<file path="src/rtl/link_pkg.sv">
// Shared types and default timing for the board-to-board key link.
// Defaults assume a 65 MHz clock; the bench overrides them with short values.
package link_pkg;

    typedef enum logic [1:0] {
        TX_IDLE,
        TX_HOLD,
        TX_GAP
    } tx_state_t;

    localparam int RX_DB_CYC_DEF   = 650;          // 10 us
    localparam int TX_HOLD_CYC_DEF = 6500;         // 100 us
    localparam int TX_GAP_CYC_DEF  = 6500;         // 100 us
    localparam int STUCK_CYC_DEF   = 325_000_000;  // 5 s

endpackage

</file>
<file path="src/rtl/link_channel.sv">
// One key channel of the remote link: TX pulse stretcher plus RX
// synchroniser, debouncer, press-edge detector and stuck-high detector.
// Ports: clk, rst (sync, active-high); key_local (local key level);
//        rx (async remote line); tx (stretched pulse to remote);
//        remote (debounced level); press (1-cycle strobe); stuck (sticky).
module link_channel
    import link_pkg::*;
#(
    parameter int RX_DB_CYC   = RX_DB_CYC_DEF,
    parameter int TX_HOLD_CYC = TX_HOLD_CYC_DEF,
    parameter int TX_GAP_CYC  = TX_GAP_CYC_DEF,
    parameter int STUCK_CYC   = STUCK_CYC_DEF
) (
    input  logic clk,
    input  logic rst,
    input  logic key_local,
    input  logic rx,
    output logic tx,
    output logic remote,
    output logic press,
    output logic stuck
);

    localparam int TX_MAX  = (TX_HOLD_CYC > TX_GAP_CYC) ? TX_HOLD_CYC
                                                        : TX_GAP_CYC;
    localparam int TX_W    = $clog2(TX_MAX + 1);
    localparam int DB_W    = $clog2(RX_DB_CYC + 1);
    localparam int STUCK_W = $clog2(STUCK_CYC + 1);

    localparam logic [TX_W-1:0]    HOLD_LAST = TX_W'(TX_HOLD_CYC - 1);
    localparam logic [TX_W-1:0]    GAP_LAST  = TX_W'(TX_GAP_CYC - 1);
    localparam logic [DB_W-1:0]    DB_LAST   = DB_W'(RX_DB_CYC - 1);
    localparam logic [STUCK_W-1:0] STUCK_MAX = STUCK_W'(STUCK_CYC);

    // ---------------- TX pulse stretcher ----------------
    tx_state_t       state;
    tx_state_t       state_nxt;
    logic [TX_W-1:0] tx_cnt;
    logic [TX_W-1:0] tx_cnt_nxt;
    logic            pend;
    logic            pend_nxt;
    logic            key_d;
    logic            rise;
    logic            tx_nxt;

    assign rise = key_local & ~key_d;

    always_ff @(posedge clk) begin
        if (rst) begin
            state  <= TX_IDLE;
            tx_cnt <= '0;
            pend   <= 1'b0;
            key_d  <= 1'b0;
            tx     <= 1'b0;
        end else begin
            state  <= state_nxt;
            tx_cnt <= tx_cnt_nxt;
            pend   <= pend_nxt;
            key_d  <= key_local;
            tx     <= tx_nxt;
        end
    end

    always_comb begin
        state_nxt  = state;
        tx_cnt_nxt = tx_cnt;
        pend_nxt   = pend;
        unique case (state)
            TX_IDLE: begin
                // A press remembered during the gap starts a pulse at once.
                if (rise || pend) begin
                    state_nxt  = TX_HOLD;
                    tx_cnt_nxt = '0;
                    pend_nxt   = 1'b0;
                end
            end
            TX_HOLD: begin
                // After the minimum width, TX follows a held key.
                if (tx_cnt != HOLD_LAST) begin
                    tx_cnt_nxt = tx_cnt + TX_W'(1);
                end else if (!key_local) begin
                    state_nxt  = TX_GAP;
                    tx_cnt_nxt = '0;
                end
            end
            TX_GAP: begin
                if (rise) begin
                    pend_nxt = 1'b1;
                end
                if (tx_cnt == GAP_LAST) begin
                    state_nxt  = TX_IDLE;
                    tx_cnt_nxt = '0;
                end else begin
                    tx_cnt_nxt = tx_cnt + TX_W'(1);
                end
            end
            default: begin
                state_nxt  = TX_IDLE;
                tx_cnt_nxt = '0;
                pend_nxt   = 1'b0;
            end
        endcase
        tx_nxt = (state_nxt == TX_HOLD);
    end

    // ---------------- RX filter ----------------
    logic               sync1;
    logic               sync2;
    logic [DB_W-1:0]    db_cnt;
    logic               remote_d;
    logic [STUCK_W-1:0] stuck_cnt;
    logic [STUCK_W-1:0] stuck_cnt_nxt;

    // Counts filtered-high cycles, saturating so it never wraps.
    always_comb begin
        stuck_cnt_nxt = '0;
        if (remote) begin
            stuck_cnt_nxt = (stuck_cnt == STUCK_MAX) ? stuck_cnt
                                                     : stuck_cnt + STUCK_W'(1);
        end
    end

    always_ff @(posedge clk) begin
        if (rst) begin
            sync1     <= 1'b0;
            sync2     <= 1'b0;
            db_cnt    <= '0;
            remote    <= 1'b0;
            remote_d  <= 1'b0;
            press     <= 1'b0;
            stuck_cnt <= '0;
            stuck     <= 1'b0;
        end else begin
            sync1 <= rx;
            sync2 <= sync1;
            // Accept a new level only after it has differed for
            // RX_DB_CYC consecutive cycles.
            if (sync2 == remote) begin
                db_cnt <= '0;
            end else if (db_cnt == DB_LAST) begin
                remote <= sync2;
                db_cnt <= '0;
            end else begin
                db_cnt <= db_cnt + DB_W'(1);
            end
            remote_d  <= remote;
            press     <= remote & ~remote_d;
            stuck_cnt <= stuck_cnt_nxt;
            stuck     <= stuck | (stuck_cnt_nxt == STUCK_MAX);
        end
    end

endmodule

</file>
<file path="src/rtl/remote_key_link.sv">
// Board-to-board key link: stretches local space/enter into TX pulses and
// turns remote RX lines into debounced levels, press strobes and a fault flag.
// Ports: clk, rst (sync, active-high); space_local, enter_local (local keys);
//        SPACE_RX, ENTER_RX (async remote); SPACE_TX, ENTER_TX (to remote);
//        space_remote, enter_remote, space_press, enter_press; link_fault.
module remote_key_link
    import link_pkg::*;
#(
    parameter int RX_DB_CYC   = RX_DB_CYC_DEF,
    parameter int TX_HOLD_CYC = TX_HOLD_CYC_DEF,
    parameter int TX_GAP_CYC  = TX_GAP_CYC_DEF,
    parameter int STUCK_CYC   = STUCK_CYC_DEF
) (
    input  logic clk,
    input  logic rst,
    input  logic space_local,
    input  logic enter_local,
    input  logic SPACE_RX,
    input  logic ENTER_RX,
    output logic SPACE_TX,
    output logic ENTER_TX,
    output logic space_remote,
    output logic enter_remote,
    output logic space_press,
    output logic enter_press,
    output logic link_fault
);

    logic space_stuck;
    logic enter_stuck;

    link_channel #(
        .RX_DB_CYC   (RX_DB_CYC),
        .TX_HOLD_CYC (TX_HOLD_CYC),
        .TX_GAP_CYC  (TX_GAP_CYC),
        .STUCK_CYC   (STUCK_CYC)
    ) u_space (
        .clk       (clk),
        .rst       (rst),
        .key_local (space_local),
        .rx        (SPACE_RX),
        .tx        (SPACE_TX),
        .remote    (space_remote),
        .press     (space_press),
        .stuck     (space_stuck)
    );

    link_channel #(
        .RX_DB_CYC   (RX_DB_CYC),
        .TX_HOLD_CYC (TX_HOLD_CYC),
        .TX_GAP_CYC  (TX_GAP_CYC),
        .STUCK_CYC   (STUCK_CYC)
    ) u_enter (
        .clk       (clk),
        .rst       (rst),
        .key_local (enter_local),
        .rx        (ENTER_RX),
        .tx        (ENTER_TX),
        .remote    (enter_remote),
        .press     (enter_press),
        .stuck     (enter_stuck)
    );

    assign link_fault = space_stuck | enter_stuck;

endmodule

</file>
<file path="config.mk">
export PLATFORM = sky130hd
export DESIGN_NAME = remote_key_link
export DESIGN_NICKNAME = d
export VERILOG_FILES = /design/src/rtl/link_pkg.sv /design/src/rtl/link_channel.sv /design/src/rtl/remote_key_link.sv
export SDC_FILE = /design/constraint.sdc
export NUM_CORES = 1
export LEC_CHECK = 0
export ABC_CLOCK_PERIOD_IN_PS = 2300
export CORE_ASPECT_RATIO = 0.75
export CORE_MARGIN = 10
export CORE_UTILIZATION = 35
export DETAILED_ROUTE_END_ITERATION = 7
export PLACE_DENSITY = 0.52
export REMOVE_ABC_BUFFERS = 1
export SYNTH_ARGS = -nofsm -noshare
export SYNTH_HDL_FRONTEND = slang
export SYNTH_SLANG_ARGS = --single-unit
</file>
<file path="constraint.sdc">
create_clock -name clk -period 2.3 [get_ports clk]
set_clock_uncertainty 0.05 [all_clocks]
set_input_delay 0.46 -clock clk [delete_from_list [all_inputs] [get_ports clk]]
set_output_delay 0.46 -clock clk [all_outputs]
set_load 0.01 [all_outputs]
</file>
# Yosys cells after proc, flatten, opt, wreduce, memory -nomap -nowiden
# Cells that the tools add are included.
# op_classes
add_sub_neg	6
eq_ne	24
mux	30
bitwise	15
reduce_logical	12
# ops
op	n
$eq 29x29->1 const B	4
$mux 29	4
$mux 13	8
$pmux 13 s3	2
$add 29x1->29 const B	2
$add 13x1->13 const B	2
$eq 13x13->1 const B	2
$ne 13x13->1 const B	2
$add 10x1->10 const B	2
$eq 10x10->1 const B	2
$mux 2	8
$pmux 2 s3	2
$eq 2x1->1 const B	4
$ne 2x1->1 const B	4
$not 1->1	8
$reduce_and 2->1	4
$ne 3x2->1 const B	2
$pmux 1 s3	2
$reduce_and 3->1	2
$reduce_or 3->1	2
$and 1x1->1	4
$eq 2x2->1 const B	2
$logic_not 2->1	2
$mux 1	4
other kinds (3)	7
# word_totals
register_bits	126
inputBits	6
out_inout_bits	7
wordCells	113

# Logic depth before layout (Yosys ltp)
# depth
ltp_word	6
mapped_depth	9
depth_no_buf	8

# Hierarchy
# Synthesis repeated with hierarchy kept, for this count alone.
# unflattened
cells_unflattened	729
area_unflattened_um2	6387.4
# modules_own_cells
mod	instances	cells_per_inst	area_per_inst_um2	seq_area_each_um2
link_channel	2	364	3190.6	1261.2
remote_key_link	1	1	6.3	0.0

# Worst setup path after synthesis
# No wires, ideal clock.
# synth_path
path_type	register to register
start	register u_space.stuck_cnt[1]
end	register u_space.stuck
setup_time_ns	0.060
arrival_time_ns	2.284
t_required_ns	2.190
path_slack_ns	-0.094
stages_incl_launch_ff	10
path_buffers	1
period_less_slack_ns	2.394
cell_sequence	dfxtp_1 > ha_1 > nand4_2 > or4_1 > buf_2 > or3b_1 > o21ai_1 > nand4_1 > nor4_2 > a32o_1
# synth_between
elab_chain_cells	5
elab_cells_between_ends	6
cone_classes	add/sub: 1; eq/ne: 2; mux: 2; bitwise: 1
# synth_rtl
element	line_no	rtl
start, declared	link_channel.sv:111	logic [STUCK_W-1:0] stuck_cnt;
start signal, assigned	link_channel.sv:148	stuck_cnt <= stuck_cnt_nxt;
$add 29x1->29 / $eq 29x29->1 (equally long branches)	link_channel.sv:119, link_channel.sv:118	
$mux 29 (*)	link_channel.sv:118	stuck_cnt_nxt = (stuck_cnt == STUCK_MAX) ? stuck_cnt
$mux 29 (*)	link_channel.sv:117	if (remote) begin
$eq 29x29->1 (*)	link_channel.sv:149	stuck <= stuck | (stuck_cnt_nxt == STUCK_MAX);
$or 1x1->1 (*)	link_channel.sv:149	
end signal, assigned	link_channel.sv:149	
end, declared	link_channel.sv:21	output logic stuck
# Every way passes the cells marked *; elsewhere a longest branch is shown, timed or not.
# A chain may end at the register's enable or synchronous reset.

# Worst setup path after layout
# layout_path
start	register u_enter.stuck_cnt[16]
end	register u_enter.stuck
# layout_between
elab_chain_cells	5
elab_cells_between_ends	6
cone_classes	add/sub: 1; eq/ne: 2; mux: 2; bitwise: 1
# layout_rtl
element	line_no
start, declared	link_channel.sv:111
start signal, assigned	link_channel.sv:148
$add 29x1->29 / $eq 29x29->1 (equally long branches)	link_channel.sv:119, link_channel.sv:118
$mux 29 (*)	link_channel.sv:118
$mux 29 (*)	link_channel.sv:117
$eq 29x29->1 (*)	link_channel.sv:149
$or 1x1->1 (*)	link_channel.sv:149
end signal, assigned	link_channel.sv:149
end, declared	link_channel.sv:21
# Marks and branches as above.

==> results by group <==
Status
  – Run status: finished, final reports clean

Final layout
  – Number of standard cells in the layout, taps in and fillers out: 1057
  – Final Net Count: 832
  – Layout Utilization: 45.7%
  – Layout cells sized above 1: 18.9%
  – Area grow syn2layout: 26.1%
  – Antenna Diode Count: 0

GRT
  – Wire length of the first global-routing pass: 23900 microns
  – Via count of the first global-routing pass: 4989
  – Overall routing resource usage: 12.3%
  – Antenna violations before repair: 0
  – Leftover overflow at the end of global routing: 0
  – Maximum number of pins on one net before global-route repair: 18

Min path
  – Path category of the worst min-delay check: register to register

Critical path
  – Crit path from: u_enter.stuck_cnt[16]
  – Required time reported for the critical path endpoint: 2.59 ns
  – Category of the worst setup path launch point: register
  – R2r endpoint: u_enter.stuck
  – Sort of element at the end of the critical path: register
  – Worst-path maximum fanout: 5
  – FF-to-FF setup slack: 0.09 ns
  – R2R Path Start: u_enter.stuck_cnt[16]
  – R2R depth: 7
  – WS Path Type: register to register
  – Endpoint of the most critical setup path: u_enter.stuck
  – Arr. time, crit path: 2.50 ns

Logic synthesis
  – Number of different library cells in the post-synthesis netlist: 60
  – Async S/R FF share, synth: 0%
  – Post-synthesis sequential element count: 126
  – Dominant cell type by area after synthesis: sky130_fd_sc_hd__dfxtp_1
  – Area share of the largest cell type after synthesis: 40.9%
  – Dominant cells by area after synthesis: sky130_fd_sc_hd__dfxtp_1 (41%), sky130_fd_sc_hd__nor2_1 (8.1%), sky130_fd_sc_hd__xor2_1 (6.7%)
  – Main flop type after synthesis: sky130_fd_sc_hd__dfxtp_1
  – Synth Area per Inst: 8.52 sq um
  – Share of the yosys chip area belonging to registers: 40.9%
  – Commonest cells post-synth: sky130_fd_sc_hd__nor2_1 (133), sky130_fd_sc_hd__dfxtp_1 (126), sky130_fd_sc_hd__nand2_1 (53)
  – Count of flip-flops with a built-in enable after synthesis: 0
  – Cell area after synthesis: 0.00617 sq mm
  – Count leader, synth: sky130_fd_sc_hd__nor2_1
  – Yosys synthesis warning count: 0
  – Synthesized instance count: 724

Timing
  – Pins over their slew limit: 0
  – Ratio of final minimum period to clock period: 96.2%
  – Max-slew headroom: 65.7%
  – Total count of hold-check failures in the final report: 0
  – Setup repair after global routing missed its margin: true
  – Number of failing setup endpoints in the final timing report: 0
  – Slew of the pin with the lowest slew margin: 0.507 ns
  – Total negative setup slack: 0 ns
  – Minimum clock period: 2.21 ns
  – Worst hold slack: 0.332 ns
  – F_max: 452 MHz

Power
  – Final total power: 4.98 mW
  – Highest ir drop seen on vdd: 0.356 mV
  – Static power due to leakage: 2.75 nW
  – Power per unit of standard cell area: 640 mW/mm^2

Clocking
  – Clock transition time at the flip-flop clock pins of the worst setup and hold paths: 0.06 ns
  – Root buffer cell: sky130_fd_sc_hd__clkbuf_16
  – CTS tree: built
  – Clk_lat worst skew: 0.42 ns
  – Sink Count: 126
  – Number of hold buffers added after CTS: 0
  – Maximum level of the CTS H-tree: 4
  – CTS buffer count: 17
  – Max Root-Sink Buffers: 2

Place
  – Port Buffer Count: 12
  – Routability cong.: 0.886
  – Detailed placer's ending HPWL: 10300 microns
  – Number of placed instances with taps included: 1024

Drt
  – Via count: 5238
  – Via-per-instance ratio: 4.96
  – Post-DR wirelength/cell: 13.6 microns
  – Detailed router's first-iteration violation count: 257
  – Post-Route WL: 14400 microns
  – Number of DRC violations after detailed routing: 0
  – Detailed Routing Iterations Pass 1: 4
  – Antenna-violating nets left: 0

Floorplanning
  – Initial core utilization: 36.2%
  – Placeable core area: 0.0170 sq mm
  – Die area: 0.0234 sq mm
  – Standard-cell row count: 41
  – Chip Width: 173 microns
  – Chip Height: 135 microns
  – # IOs: 13

Job
  – Maximum Capacitance Violations: 0
==> cell usage in the layout (no fill, tap or decap), types with 12 or more instances in the layout <==
cell | netlist | final
sky130_fd_sc_hd__a21oi_1 | 23 | 23
sky130_fd_sc_hd__clkbuf_16 | 0 | 17
sky130_fd_sc_hd__o21ai_0 | 17 | 15
sky130_fd_sc_hd__nand4_1 | 29 | 29
sky130_fd_sc_hd__xnor2_1 | 41 | 40
sky130_fd_sc_hd__nand2_1 | 53 | 52
sky130_fd_sc_hd__nand3_1 | 41 | 39
sky130_fd_sc_hd__nor2_1 | 133 | 131
sky130_fd_sc_hd__inv_1 | 24 | 24
sky130_fd_sc_hd__nor3_1 | 13 | 12
sky130_fd_sc_hd__and3_1 | 14 | 14
sky130_fd_sc_hd__nor2b_1 | 15 | 15
sky130_fd_sc_hd__buf_4 | 2 | 74
sky130_fd_sc_hd__ha_1 | 18 | 16
sky130_fd_sc_hd__xor2_1 | 47 | 47
sky130_fd_sc_hd__dfxtp_1 | 126 | 111
sky130_fd_sc_hd__clkdlybuf4s50_1 | 0 | 12
==> worst max-delay path, cell delays in order (launching register included) <==
cell                      delay [ns]
sky130_fd_sc_hd__dfxtp_1        0.40
sky130_fd_sc_hd__nand4_1        0.23
sky130_fd_sc_hd__nor3_2         0.26
sky130_fd_sc_hd__nand4_1        0.13
sky130_fd_sc_hd__xnor2_1        0.17
sky130_fd_sc_hd__nand2_1        0.09
sky130_fd_sc_hd__or4_4          0.56
sky130_fd_sc_hd__o32ai_2        0.24
==> where the power goes <==
group / internal [mW] / leakage (nW) / total, mW / switching, mW
Combinational: 0.0531 / 1.45 / 0.124 / 0.0711
Sequential: 2.19 / 1.03 / 2.20 / 0.0105
Clock: 1.62 / 0.274 / 2.65 / 1.03
==> registers in the layout, indices dropped and copies added (netlist names), 2 cells and up <==
signal,flops
u_enter.db_cnt,10
u_space.stuck_cnt,29
u_enter.stuck_cnt,29
u_space.state,2
u_space.db_cnt,10
u_space.tx_cnt,13
u_enter.tx_cnt,13
u_enter.state,2
==> final cells by class <==
class,instances,area [sq um]
multi-input combinational,552,3580
inverter,25,93.8
sequential,126,2550
timing repair buffer,86,676
clock buffer,18,439
fill,1665,9250
clock inverter,14,144
tap,236,295
==> cell families after synthesis <==
| family | count (synthesis) | synth area share, % |
|---|---|---|
| muxes | 9 | 1.46 |
| AOI/OAI and AO/OA | 63 | 6.31 |
| DFF | 126 | 40.9 |
| adders and majority gates | 19 | 3.81 |
| xor gates and xnor gates | 88 | 12.5 |
| and+or+nand+nor | 373 | 32.0 |
| buffers and inverters | 46 | 3.00 |
==> metrics by stage <==
step | worst slack, ns | area, sq um
finish | 0.0879 | 7780
global route | -0.0329 | 7780
CTS | 0.00360 | 7640
detailed placement | -0.0621 | 7040
global placement | -0.0125 | 7040
floorplan | -0.114 | 6080
==> per-layer routing <==
layer | part of all wire (%) | up-vias | track usage (%) | routed length (microns)
li1 | - | 2666 | - | -
met1 | 51 | 2469 | 16.5 | 7390
met2 | 44 | 87 | 18.8 | 6260
met3 | 3.7 | 16 | 3.23 | 534
met4 | 1.2 | 0 | 4.30 | 176
met5 | 0 | - | 0 | 0
==> how the worst min path moves through the flow <==
stage                           from  slack, ns            end  depth (start not counted)
finish              u_enter.remote_d       0.33  u_enter.press                          1
floorplan           u_enter.remote_d       0.32  u_enter.press                          1
global route        u_space.remote_d       0.35  u_space.press                          1
global placement    u_enter.remote_d       0.32  u_enter.press                          1
detailed placement  u_enter.remote_d       0.33  u_enter.press                          1
CTS                 u_enter.remote_d       0.33  u_enter.press                          1
==> what timing repair did <==
action / in CTS / in global routing
setup buffers: 0 / 1
gates cloned: 0 / 0
pin swaps: 0 / 10
endpoints found under the setup margin: 2 / 5
gates resized for setup: 4 / 41
No activity file was read; power rests on OpenSTA's default activity.
